<file path="src/rtl/pc_redirect_unit.sv">
// pc_redirect_unit
//   Owns the fetch PC, sequences fetch requests to instruction memory and
//   applies jump/branch redirects from EX. When a fetch is in flight, the
//   redirect target is latched until the fetch completes. Wrong-path
//   instructions are killed by driving the IF/ID flush.
//
// Optional feature (macro PC_MISALIGN_TRAP_EN):
//   When defined, a target with [1:0] != 0 sends fetch to TRAP_VECTOR. The
//   offending target is reported on bad_addr and misalign_trap pulses high.
//   When undefined, target bits [1:0] are forced to 00.
//
// Ports:
//   clk, rst_n          clock (rising edge), async active-low reset
//   stall               hazard unit holds the PC
//   jb_valid, jb_target taken jump/branch and its target from EX
//   imem_ready          instruction memory accepts/completes current fetch
//   pc_out              current fetch address
//   fetch_valid         pc_out is a valid fetch request
//   flush               kill IF/ID contents
//   redirect_pending    redirect latched, waiting for imem_ready
//   misalign_trap       (macro only) one-cycle trap pulse
//   bad_addr            (macro only) last misaligned target
module pc_redirect_unit #(
    parameter logic [31:0] RESET_PC     = 32'h0000_0000,
    parameter int unsigned FLUSH_CYCLES = 2
`ifdef PC_MISALIGN_TRAP_EN
    ,
    parameter logic [31:0] TRAP_VECTOR  = 32'h0000_0100
`endif
) (
    input  logic        clk,
    input  logic        rst_n,
    input  logic        stall,
    input  logic        jb_valid,
    input  logic [31:0] jb_target,
    input  logic        imem_ready,
    output logic [31:0] pc_out,
    output logic        fetch_valid,
    output logic        flush,
    output logic        redirect_pending
`ifdef PC_MISALIGN_TRAP_EN
    ,
    output logic        misalign_trap,
    output logic [31:0] bad_addr
`endif
);

    localparam int unsigned CNT_W = 3;
    localparam logic [CNT_W-1:0] FLUSH_LOAD = CNT_W'(FLUSH_CYCLES);

    typedef enum logic [1:0] {
        S_BOOT = 2'd0,
        S_RUN  = 2'd1,
        S_WAIT = 2'd2
    } state_e;

    state_e             state_q, state_d;
    logic [31:0]        pc_q, pc_d;
    logic [31:0]        tgt_q, tgt_d;
    logic [CNT_W-1:0]   cnt_q, cnt_d;
    logic               fetch_valid_q;
    logic               pending_q;
    logic               flush_q;
    logic               accept;
    logic [31:0]        acc_tgt;
`ifdef PC_MISALIGN_TRAP_EN
    logic               trap_q, trap_d;
    logic [31:0]        bad_q, bad_d;
`endif

    // Next-state, PC and flush-counter logic.
    always_comb begin
        state_d = state_q;
        pc_d    = pc_q;
        tgt_d   = tgt_q;
        cnt_d   = (cnt_q != '0) ? cnt_q - CNT_W'(1) : cnt_q;
        accept  = 1'b0;
        acc_tgt = jb_target;
`ifdef PC_MISALIGN_TRAP_EN
        trap_d  = 1'b0;
        bad_d   = bad_q;
`endif

        case (state_q)
            S_BOOT: begin
                state_d = S_RUN;
            end
            S_RUN: begin
                // Redirect outranks stall; it only waits on the memory handshake.
                if (jb_valid) begin
                    if (imem_ready) begin
                        accept  = 1'b1;
                        acc_tgt = jb_target;
                    end else begin
                        tgt_d   = jb_target;
                        state_d = S_WAIT;
                    end
                end else if (!stall && imem_ready) begin
                    pc_d = pc_q + 32'd4;
                end
            end
            S_WAIT: begin
                // A fresh target in the completing cycle beats the latched one.
                if (imem_ready) begin
                    accept  = 1'b1;
                    acc_tgt = jb_valid ? jb_target : tgt_q;
                    state_d = S_RUN;
                end else if (jb_valid) begin
                    tgt_d = jb_target;
                end
            end
            default: begin
                state_d = S_BOOT;
            end
        endcase

        // Apply an accepted redirect.
        if (accept) begin
            cnt_d = FLUSH_LOAD;
`ifdef PC_MISALIGN_TRAP_EN
            if (acc_tgt[1:0] != 2'b00) begin
                pc_d   = TRAP_VECTOR;
                trap_d = 1'b1;
                bad_d  = acc_tgt;
            end else begin
                pc_d = acc_tgt;
            end
`else
            pc_d = acc_tgt & ~32'd3;
`endif
        end
    end

    // State and output registers.
    always_ff @(posedge clk or negedge rst_n) begin
        if (!rst_n) begin
            state_q       <= S_BOOT;
            pc_q          <= RESET_PC;
            tgt_q         <= '0;
            cnt_q         <= '0;
            fetch_valid_q <= 1'b0;
            pending_q     <= 1'b0;
            flush_q       <= 1'b0;
        end else begin
            state_q       <= state_d;
            pc_q          <= pc_d;
            tgt_q         <= tgt_d;
            cnt_q         <= cnt_d;
            fetch_valid_q <= (state_d != S_BOOT);
            pending_q     <= (state_d == S_WAIT);
            flush_q       <= (cnt_d != '0);
        end
    end

`ifdef PC_MISALIGN_TRAP_EN
    // Trap pulse and faulting-address registers.
    always_ff @(posedge clk or negedge rst_n) begin
        if (!rst_n) begin
            trap_q <= 1'b0;
            bad_q  <= '0;
        end else begin
            trap_q <= trap_d;
            bad_q  <= bad_d;
        end
    end

    assign misalign_trap = trap_q;
    assign bad_addr      = bad_q;
`endif

    assign pc_out           = pc_q;
    assign fetch_valid      = fetch_valid_q;
    assign flush            = flush_q;
    assign redirect_pending = pending_q;

endmodule

</file>
<file path="config.mk">
export PLATFORM = sky130hd
export DESIGN_NAME = pc_redirect_unit
export DESIGN_NICKNAME = d
export VERILOG_FILES = /design/src/rtl/pc_redirect_unit.sv
export SDC_FILE = /design/constraint.sdc
export NUM_CORES = 1
export LEC_CHECK = 0
export CELL_PAD_IN_SITES_DETAIL_PLACEMENT = 1
export CELL_PAD_IN_SITES_GLOBAL_PLACEMENT = 1
export CORE_MARGIN = 10
export CORE_UTILIZATION = 30
export DETAILED_ROUTE_END_ITERATION = 12
export DONT_BUFFER_PORTS = 1
export PLACE_DENSITY = 0.51
export SYNTH_ARGS = -nofsm -noshare
export SYNTH_HDL_FRONTEND = slang
export SYNTH_SLANG_ARGS = --single-unit
</file>
<file path="constraint.sdc">
create_clock -name clk -period 2.6 [get_ports clk]
set_input_delay 0.39 -clock clk [delete_from_list [all_inputs] [get_ports clk]]
set_output_delay 0.39 -clock clk [all_outputs]
set_load 0.05 [all_outputs]
</file>
* After elaboration in Yosys (flattened, before gate mapping)
Cells that the tools add are included.
Storage, ports and cells: memory bits (read-only) 0, output and inout port bits 35, memory bits (writable) 0, input bits 37, memories 0, latch bits 0, register bits 72, word-level logic and storage cells 47
Operators by class: magnitude comparators 0, muxes and demuxes 20, equality and inequality tests 7, shift operators 0, reduce and logical (&&, ||, !) cells 11, $add $sub $neg 2, div/mod/pow operators 0, bitwise gates (word level) 0, multiply operators 0
Operators by type and width (count):
- 32-bit 2-to-1 mux | 10
- 32-bit case mux with 2 select lines | 1
- 32-bit by 3-bit adder with 32-bit output (second input constant) | 1
- 2-bit nonzero test | 4
- 2-bit 2-to-1 mux | 3
- 3-bit 2-to-1 mux | 2
- 2-bit != test (second input constant) | 3
- 2-bit case mux with 3 select lines | 1
- 3-bit nonzero test | 2
- 2-bit == test (second input constant) | 2
- 4-bit AND reduction | 1
- 3-bit AND reduction | 1
- 3-bit by 1-bit subtractor with 3-bit output (second input constant) | 1
- 2-bit by 1-bit == test with 1-bit output (second input constant) | 1
- 2-bit zero test | 1
- 1-bit 2-to-1 mux | 2
- 2-bit by 1-bit != test with 1-bit output (second input constant) | 1
- 1-bit case mux with 2 select lines | 1
- 1-bit logical AND | 1
- 1-bit zero test | 1

* Logic depth before layout (Yosys ltp)
Gate-level depths: netlist (run 1).
depth after elaboration 6, mapped depth 8, depth with buffers taken out 6

* Worst setup path after synthesis (run 1)
No wires, ideal clock.
path kind reg-to-reg, from reg pc_q[2], in the netlist pc_out[2], to reg pc_q[22], in the netlist pc_out[22], clock period less this slack 2227 ps, slack 373 ps, arrival 2145 ps, data required time 2518 ps, buffers on the path 1, library setup time 82 ps, cell stages (with the launch flop) 7, path through dfrtp_1 > ha_1 > nand4_1 > or3_4 > buf_6 > or4_1 > a31oi_1
Between the ends: cells in the longest elaborated chain, start to end 5
Ends and longest elaborated chain:
- start: declaration | line 58 | logic [31:0] pc_q, pc_d;
- start signal: assignment | line 146 | pc_q <= pc_d;
- 32-bit by 3-bit adder with 32-bit output | line 99 | pc_d = pc_q + 32'd4;
- 32-bit 2-to-1 mux | line 98 | end else if (!stall && imem_ready) begin
- 32-bit 2-to-1 mux | line 90 | if (jb_valid) begin
- 32-bit 2-to-1 mux | line 84 | case (state_q)
- 32-bit 2-to-1 mux | line 118 | if (accept) begin
Every way passes these cells. The select of a mux whose other input is x is not followed. A chain may end at the register's enable or synchronous reset.

* Worst setup path in the final report (run 1)
from reg state_q[1], to reg pc_q[13], in the netlist pc_out[13]
Between the ends: cells in the longest elaborated chain, start to end 4, elaborated cells on any way between the ends 9, classes of those cells eq/ne: 3; mux: 3; reduce/logical: 3
Ends and longest elaborated chain:
- start: declaration | line 57 | state_e state_q, state_d;
- start signal: assignment | line 145 | state_q <= state_d;
- 2-bit == test / 2-bit by 1-bit == test with 1-bit output (equally long branches) | line 84
- 1-bit case mux with 2 select lines | line 84
- 2-bit by 1-bit != test with 1-bit output (no line) / 2-bit nonzero test (equally long branches)
- 3-bit AND reduction (no line)
Parallel ways exist; a longest one is shown, timed or not.

==> results of run 1 <==
## worst reg2reg max path, delay by kind of cell, from the launching register on
kind / cells / cell delay [ps]
buffers and inverters: 1 / 130
AO/OA/AOI/OAI: 1 / 170
AND/OR/NAND/NOR: 3 / 1230
adder cells (fa/ha/maj): 1 / 330
flip-flops: 1 / 450
## metrics by stage
step                utilization, %  instances
floorplan                        -        388
global placement              33.8        575
detailed placement            33.8        575
CTS                           36.5        593
global route                  36.5        593
finish                        36.5        593
## worst paths after layout
| path | end | cells after the start |
|---|---|---|
| min in group asynchronous | fetch_valid$_DFF_PN0_ | 2 |
| worst min register to register | tgt_q[14]$_DFFE_PN0P_ | 1 |
| worst max-delay path | pc_out[13]$_DFFE_PN0P_ | 6 |
| max in group asynchronous | pc_out[2]$_DFFE_PN0P_ | 2 |
| worst max register to register | pc_out[13]$_DFFE_PN0P_ | 6 |
| worst min-delay path | tgt_q[16]$_DFFE_PN0P_ | 1 |
## routing by layer
metal	wire length [microns]	GRT usage, %
met1	5210	16.7
met2	5410	21.7
met3	735	4.43
met4	225	5.38
met5	0	0
## cell families after synthesis
family | synth area share, %
and+or+nand+nor | 23.6
AOI/OAI and AO/OA | 12.6
DFF | 44.9
muxes | 9.70
buffers and inverters | 3.73
adders and majority gates | 3.30
xor gates and xnor gates | 2.08
other | 0.0989
## sequential cells by signal, summed over array words and instances, names as in the netlist
register          flops
cnt_q                 3
pc_out               30
tgt_q                30
state_q               2
redirect_pending      1
flush                 1
fetch_valid           1
## synth_stat cells, types with 5 or more instances
| cell type | n |
|---|---|
| nand2_1 | 57 |
| clkbuf_1 | 17 |
| dfrtp_1 | 68 |
| and4_1 | 6 |
| nand4_1 | 12 |
| xor2_1 | 5 |
| o31ai_1 | 13 |
| o22a_1 | 6 |
| mux2_2 | 30 |
| nor2_1 | 13 |
| a21oi_1 | 13 |
| o211ai_1 | 7 |
| a31oi_1 | 19 |
| ha_1 | 10 |
| nand3_1 | 10 |
| inv_1 | 9 |
| or4_1 | 19 |
| and3_1 | 24 |
| o21ai_0 | 7 |
## timing repair
item | 4_1_cts | 5_1_grt
hold buffers | 2 | 0
setup endpoints to repair | 0 | 0
endpoints found under the hold margin | 68 | 0
## power groups by stage
| stage | logic (mW) | registers [mW] | clock network (mW) |
|---|---|---|---|
| final | 3.21 | 2.04 | 1.23 |
| after global routing | 3.52 | 2.12 | 1.32 |
| after detailed placement | 3.23 | 2.05 | 0 |
| after CTS | 3.27 | 2.04 | 1.27 |
| after global placement | 3.16 | 2.03 | 0 |
| after floorplan | 1.50 | 2.77 | 0 |
## area by class of cell
class,count,area [sq um]
sequential,68,1700
clock buffer,16,302
fill,1446,7950
inverter,9,33.8
timing repair buffer,41,343
tap,172,215
multi-input combinational,287,1970
==> run summary, run 1 <==
Crit path buf inv count -> 1
CTS H-tree depth -> 3
Clk sinks -> 68
Synth unique cells -> 43
Die area -> 0.0175 sq mm
Fin area -> 0.00457 sq mm
CP top delay family -> simple AND/OR/NAND/NOR gates
Power, Total -> 6.48 mW
Worst Clk Skew -> 6.38 ps
First-pass GRT wire length -> 19100 microns
Placed cell area -> 0.00423 sq mm
Largest net degree at the start of global routing -> 69
Sequential share of the synthesized area -> 44.9%
# port buffers -> 0
Clk pwr share -> 19.0%
Post-route ant nets -> 0
HP Start -> jb_target[16]
Die Wd -> 132 microns
Post-CTS resize count -> 0
Clock transition at path regs -> 60 ps
CP Capture Type -> register
HPWL after DPL -> 8270 microns
Final hold vios -> 0
Row count -> 41
Commonest non-fill, non-tap cell in the layout -> dfrtp_1
Crit-path cells -> inv_1 -> ha_1 -> and4bb_2 -> nand3_1 -> or4_1 -> a31oi_1
# DRC -> 0
Root buf cell -> clkbuf_16
Syn Area/Cell -> 9.80 sq um
Yosys top cell area share -> 44.9%
CP startpoint kind -> register
Setup TNS -> 0 ps
# IOs -> 72
Core area -> 0.0125 sq mm
Final WS setup -> 190 ps
CP max-delay cell -> or4_1
GP Congestion -> 0.747
Yosys top cell by area -> dfrtp_1
Sw power -> 2.89 mW
Total GRT Usage -> 13.6%
Die Y -> 132 microns
Commonest cells after routing, fill and taps aside -> dfrtp_1, nand2_1, buf_4
Yosys reg bits -> 68
Total gr overflow -> 0
Max Slew Vio Count -> 0
Routed WL -> 11600 microns
Cell Area, Synth -> 0.00379 sq mm
Worst-path fanout max -> 9
Crit path launch -> state_q[1]$_DFF_PN0_
Critical path class -> reg2reg
Peak supply drop -> 0.000362 V
Post-synth ARST share -> 100%
TritonCTS buffer count -> 9
Min cycle time layout -> 2410 ps
Unrepaired setup endpoints after global routing -> no
Static Leak -> 1.91 nW
Top cells by area, synth -> dfrtp_1, mux2_2, nand2_1
Status -> finished clean
R2R setup slack -> 190 ps
Worst Path Arrival -> 2670 ps
Ys flop type -> dfrtp_1
Worst EP required -> 2860 ps
# setup viols final -> 0
Ys Warns -> 0
Hold slack -> 197 ps
N_diodes -> 0
Routed vias/inst -> 5.27
DRT Pass-1 Iters -> 4
Clk Latency, worst-skew pair -> 340 ps
Initial antenna violation count -> 0
Largest stage delay on the critical path -> 500 ps
Pwr/cell area -> 1420 mW/mm^2
Placement Setup Slack -> 188 ps
Max-cap check violation count -> 0
Layout Nets -> 463
Net Sw Frac -> 44.6%
DR iter-0 viols -> 157
Starting Density -> 30.3%
Mean routed wirelength per cell -> 19.5 microns
Internal power -> 3.59 mW
Number of global-route vias before repair -> 3429
Clock Tree Buf Depth -> 2
Tcrit/Tclk final -> 92.7%
Area Overhead vs Synth -> 20.4%
Postcts setup bufs -> 0
Sequential fraction of design power -> 31.5%
TritonCTS clock tree -> done
Vias post-DR -> 3124
EDFF count, synth -> 0
Share of cells above drive strength 1 -> 21.4%
Max-slew headroom -> 56.5%
RR Startpoint -> state_q[1]$_DFF_PN0_
Max Clock Freq -> 415 MHz
Combinational share of power -> 49.6%
Worst slew pin tran -> 651 ps
Cells after synthesis -> 387
Hold WC Path Type -> in2reg
Power figures use the tool's default switching activity.
==> inputs of run 2 (changes only) <==
- REMOVE_ABC_BUFFERS: default -> 1
- SETUP_SLACK_MARGIN: default -> 0.3
==> run summary, run 2 (synthesis gave the netlist of run 1 again) <==
Status -> finished clean
Tcrit/Tclk final -> 83.5%
Die Y -> 132 microns
Largest net degree at the start of global routing -> 69
Total gr overflow -> 0
Min cycle time layout -> 2170 ps
Routed vias/inst -> 5.32
Die area -> 0.0175 sq mm
Clk sinks -> 68
Share of cells above drive strength 1 -> 23.8%
Mean routed wirelength per cell -> 20.7 microns
Clk Latency, worst-skew pair -> 340 ps
DRT Pass-1 Iters -> 4
Area Overhead vs Synth -> 22.3%
Worst Clk Skew -> 5.47 ps
# port buffers -> 0
CTS H-tree depth -> 3
Hold WC Path Type -> in2reg
First-pass GRT wire length -> 19700 microns
Hold slack -> 195 ps
Clock transition at path regs -> 60 ps
Initial antenna violation count -> 0
Setup TNS -> 0 ps
N_diodes -> 0
CP Capture Type -> register
# DRC -> 0
Fillers -> 1453
Vias post-DR -> 3176
TritonCTS buffer count -> 9
Final core occ -> 37.1%
Commonest non-fill, non-tap cell in the layout -> dfrtp_1
Core area -> 0.0125 sq mm
DR iter-0 viols -> 148
CP startpoint kind -> register
Commonest cells after routing, fill and taps aside -> dfrtp_1, nand2_1, buf_4
Max Slew Vio Count -> 0
Number of global-route vias before repair -> 3455
Max Clock Freq -> 460 MHz
Post-route ant nets -> 0
Worst slew pin tran -> 539 ps
Layout Nets -> 468
Final hold vios -> 0
Max-slew headroom -> 64.1%
Pwr/cell area -> 1430 mW/mm^2
Worst Path Arrival -> 2430 ps
Starting Density -> 30.3%
Routed WL -> 12300 microns
Max-cap check violation count -> 0
Power, Total -> 6.62 mW
HPWL after DPL -> 8610 microns
Row count -> 41
Worst EP required -> 2860 ps
# setup viols final -> 0
Clock Tree Buf Depth -> 2
Root buf cell -> clkbuf_16
Worst R2R Path Depth -> 6
Die Wd -> 132 microns
Peak supply drop -> 0.000471 V
Worst-path fanout max -> 7
GP Congestion -> 0.756
Unrepaired setup endpoints after global routing -> yes
Critical path class -> reg2reg
Hold Path Depth -> 1
TritonCTS clock tree -> done
Total GRT Usage -> 14.1%
Static Leak -> 1.93 nW
# IOs -> 72
[run 2: repair_timing]
| item | CTS | global route |
|---|---|---|
| resized for setup | 2 | 8 |
| cloned | 1 | 1 |
| endpoints found under the setup margin | 32 | 44 |
| hold buffers | 2 | 0 |
| buffers inserted | 0 | 1 |
| hold endpoints to repair | 68 | 0 |
| pin swaps | 2 | 2 |
[run 2: per-stage QoR]
stage / std cells / cell area [sq um] / worst slack, ps
final: 597 / 4640 / 428
after global routing: 597 / 4640 / 277
after CTS: 595 / 4600 / 251
after detailed placement: 577 / 4240 / 151
after global placement: 577 / 4240 / 262
after floorplan: 364 / 3690 / -398
[run 2: cell type report]
class                   instances  area (sq um)  share of cell area, %
clock inverters                 1          30.0                  0.647
well taps                     172           215                   4.64
repair buffers                 44           365                   7.87
multi-input cells             289          2020                   43.5
flip-flops and latches         68          1700                   36.7
clock buffers                  14           274                   5.91
inverters                       9          33.8                  0.728
[run 2: power breakdown]
part	leakage, nW	internal (mW)	switching (mW)	total, mW
Combinational	0.999	1.26	2.05	3.30
Sequential	0.777	1.59	0.448	2.04
Clock	0.149	0.817	0.459	1.28
[run 2: per-layer routing]
metal	track usage [%]	part of all wire (%)	vias up
met3	5.07	6.4	19
met5	0	0	-
li1	-	-	1512
met1	17.2	44	1584
met2	22.5	48	61
met4	5.32	1.7	0
[run 2: final timing paths]
kind | from | endpoint | slack, ps
setup / recovery | state_q[1]$_DFF_PN0_ | pc_out[24]$_DFFE_PN0P_ | 430
hold / removal | jb_target[6] | tgt_q[6]$_DFFE_PN0P_ | 190
setup reg to reg | state_q[1]$_DFF_PN0_ | pc_out[24]$_DFFE_PN0P_ | 430
hold reg to reg | tgt_q[5]$_DFFE_PN0P_ | tgt_q[5]$_DFFE_PN0P_ | 500
max in group asynchronous | rst_n | state_q[0]$_DFF_PN0_ | 1660
min in group asynchronous | rst_n | tgt_q[24]$_DFFE_PN0P_ | 590
[run 2: worst max-delay path, stage by stage, from the launching register on]
cell and delay, ps:
dfrtp_1 450, inv_2 120, ha_4 190, nand4bb_4 190
or3_4 470, or4_1 480, a31oi_1 190
==> inputs of run 3 (changes only) <==
- PLACE_DENSITY: 0.51 -> 0.53
- clock period: 2.6 -> 1.9 ns (I/O delays scaled with it)
==> run summary, run 3 (synthesis gave the netlist of run 1 again) <==
Post-route ant nets -> 0
Routed vias/inst -> 5.31
Max Clock Freq -> 510 MHz
Clock transition at path regs -> 60 ps
# port buffers -> 0
GP Congestion -> 0.758
Root buf cell -> clkbuf_16
First-pass GRT wire length -> 22700 microns
TritonCTS buffer count -> 9
Final hold vios -> 68
Min cycle time layout -> 1960 ps
Die Y -> 132 microns
RR Startpoint -> pc_out[3]$_DFFE_PN0P_
Critical path class -> reg2reg
Placement Setup Slack -> -290 ps
Routed WL -> 14800 microns
# DRC -> 0
Peak supply drop -> 0.000723 V
CP Capture Type -> register
Max Slew Vio Count -> 0
Number of global-route vias before repair -> 3852
Mean routed wirelength per cell -> 22.2 microns
Largest stage delay on the critical path -> 520 ps
DR iter-0 viols -> 205
Initial antenna violation count -> 0
Layout Nets -> 535
Clk Latency, worst-skew pair -> 340 ps
Die area -> 0.0175 sq mm
# IOs -> 72
Crit-path cells -> ha_2 -> nand4_1 -> or3_4 -> or4_1 -> a31oi_1
Starting Density -> 30.3%
CP max-delay cell -> or3_4
Clk sinks -> 68
DRT Pass-1 Iters -> 4
Die Wd -> 132 microns
Worst R2R Path Depth -> 5
N_diodes -> 0
Worst R2R End -> pc_out[28]$_DFFE_PN0P_
Vias post-DR -> 3534
CP startpoint kind -> register
Worst Path Arrival -> 2220 ps
Fillers -> 1372
Worst-path fanout max -> 8
Status -> finished with violations
Hold WC Path Type -> in2async
Row count -> 41
Hold slack -> -365 ps
CP top delay family -> simple AND/OR/NAND/NOR gates
CTS H-tree depth -> 3
Clock Tree Buf Depth -> 2
Final WS setup -> -59.3 ps
HPWL after DPL -> 8910 microns
Area Overhead vs Synth -> 55.1%
Largest net degree at the start of global routing -> 69
Total gr overflow -> 0
Share of cells above drive strength 1 -> 47.9%
Pwr/cell area -> 1890 mW/mm^2
Commonest cells after routing, fill and taps aside -> buf_4, dfrtp_1, nand2_1
Commonest non-fill, non-tap cell in the layout -> buf_4
Failing checks -> negative hold slack, negative setup slack
Static Leak -> 2.55 nW
Worst Clk Skew -> 5.73 ps
# setup viols final -> 21
Tcrit/Tclk final -> 103%
Core area -> 0.0125 sq mm
Unrepaired setup endpoints after global routing -> yes
Total GRT Usage -> 16.5%
Crit path buf inv count -> 0
R2R setup slack -> -60 ps
Worst EP required -> 2170 ps
Max-cap check violation count -> 0
TritonCTS clock tree -> done
run 3: per-layer routing:
metal / track usage [%] / vias to the layer above / wire length, microns
met5: 0 / - / 0
met4: 6.54 / 0 / 312
met3: 4.92 / 22 / 821
met2: 27.1 / 68 / 7280
met1: 19.7 / 1801 / 6340
li1: - / 1643 / -
run 3: worst max-delay path by stage:
stage | start | end | slack [ps] | depth (start not counted)
4_1_cts | pc_out[2]$_DFFE_PN0P_ | pc_out[28]$_DFFE_PN0P_ | -30 | 5
3_5_place_dp | state_q[1]$_DFF_PN0_ | pc_out[12]$_DFFE_PN0P_ | -290 | 7
2_1_floorplan | state_q[1]$_DFF_PN0_ | tgt_q[10]$_DFFE_PN0P_ | -1100 | 5
5_1_grt | pc_out[2]$_DFFE_PN0P_ | pc_out[28]$_DFFE_PN0P_ | -130 | 5
3_3_place_gp | state_q[1]$_DFF_PN0_ | pc_out[20]$_DFFE_PN0P_ | -210 | 6
6_report | pc_out[3]$_DFFE_PN0P_ | pc_out[28]$_DFFE_PN0P_ | -60 | 5
run 3: per-stage QoR:
step	setup TNS, ps	util, %	area [sq um]	instances	power (mW)
floorplan	-37390	-	3690	364	5.81
global placement	-4370	36.1	4510	610	7.51
detailed placement	-6940	36.1	4510	610	7.66
CTS	-96.6	43.8	5480	649	10.6
global route	-3250	47.0	5880	665	11.8
finish	-374	47.0	5880	665	11.1
run 3: power breakdown:
| part | internal, mW | switching [mW] | total [mW] |
|---|---|---|---|
| sequential | 2.18 | 0.643 | 2.82 |
| clock | 0.917 | 0.647 | 1.56 |
| combinational | 3.17 | 3.57 | 6.74 |
run 3: repair_timing:
action / CTS / global route
setup buffers: 17 / 14
endpoints found under the setup margin: 65 / 64
endpoints found under the hold margin: 68 / 68
gates resized for setup: 121 / 50
gates cloned: 6 / 2
pin swaps: 56 / 32
run 3: layout make-up:
cell class	count	area (sq um)	area share (%)
Multi-Input combinational cell	289	2530	43.0
Tap cell	172	215	3.66
Sequential cell	68	1700	28.9
Clock inverter	2	10.0	0.170
Inverter	9	41.3	0.702
Clock buffer	14	254	4.32
Timing Repair Buffer	111	1130	19.2
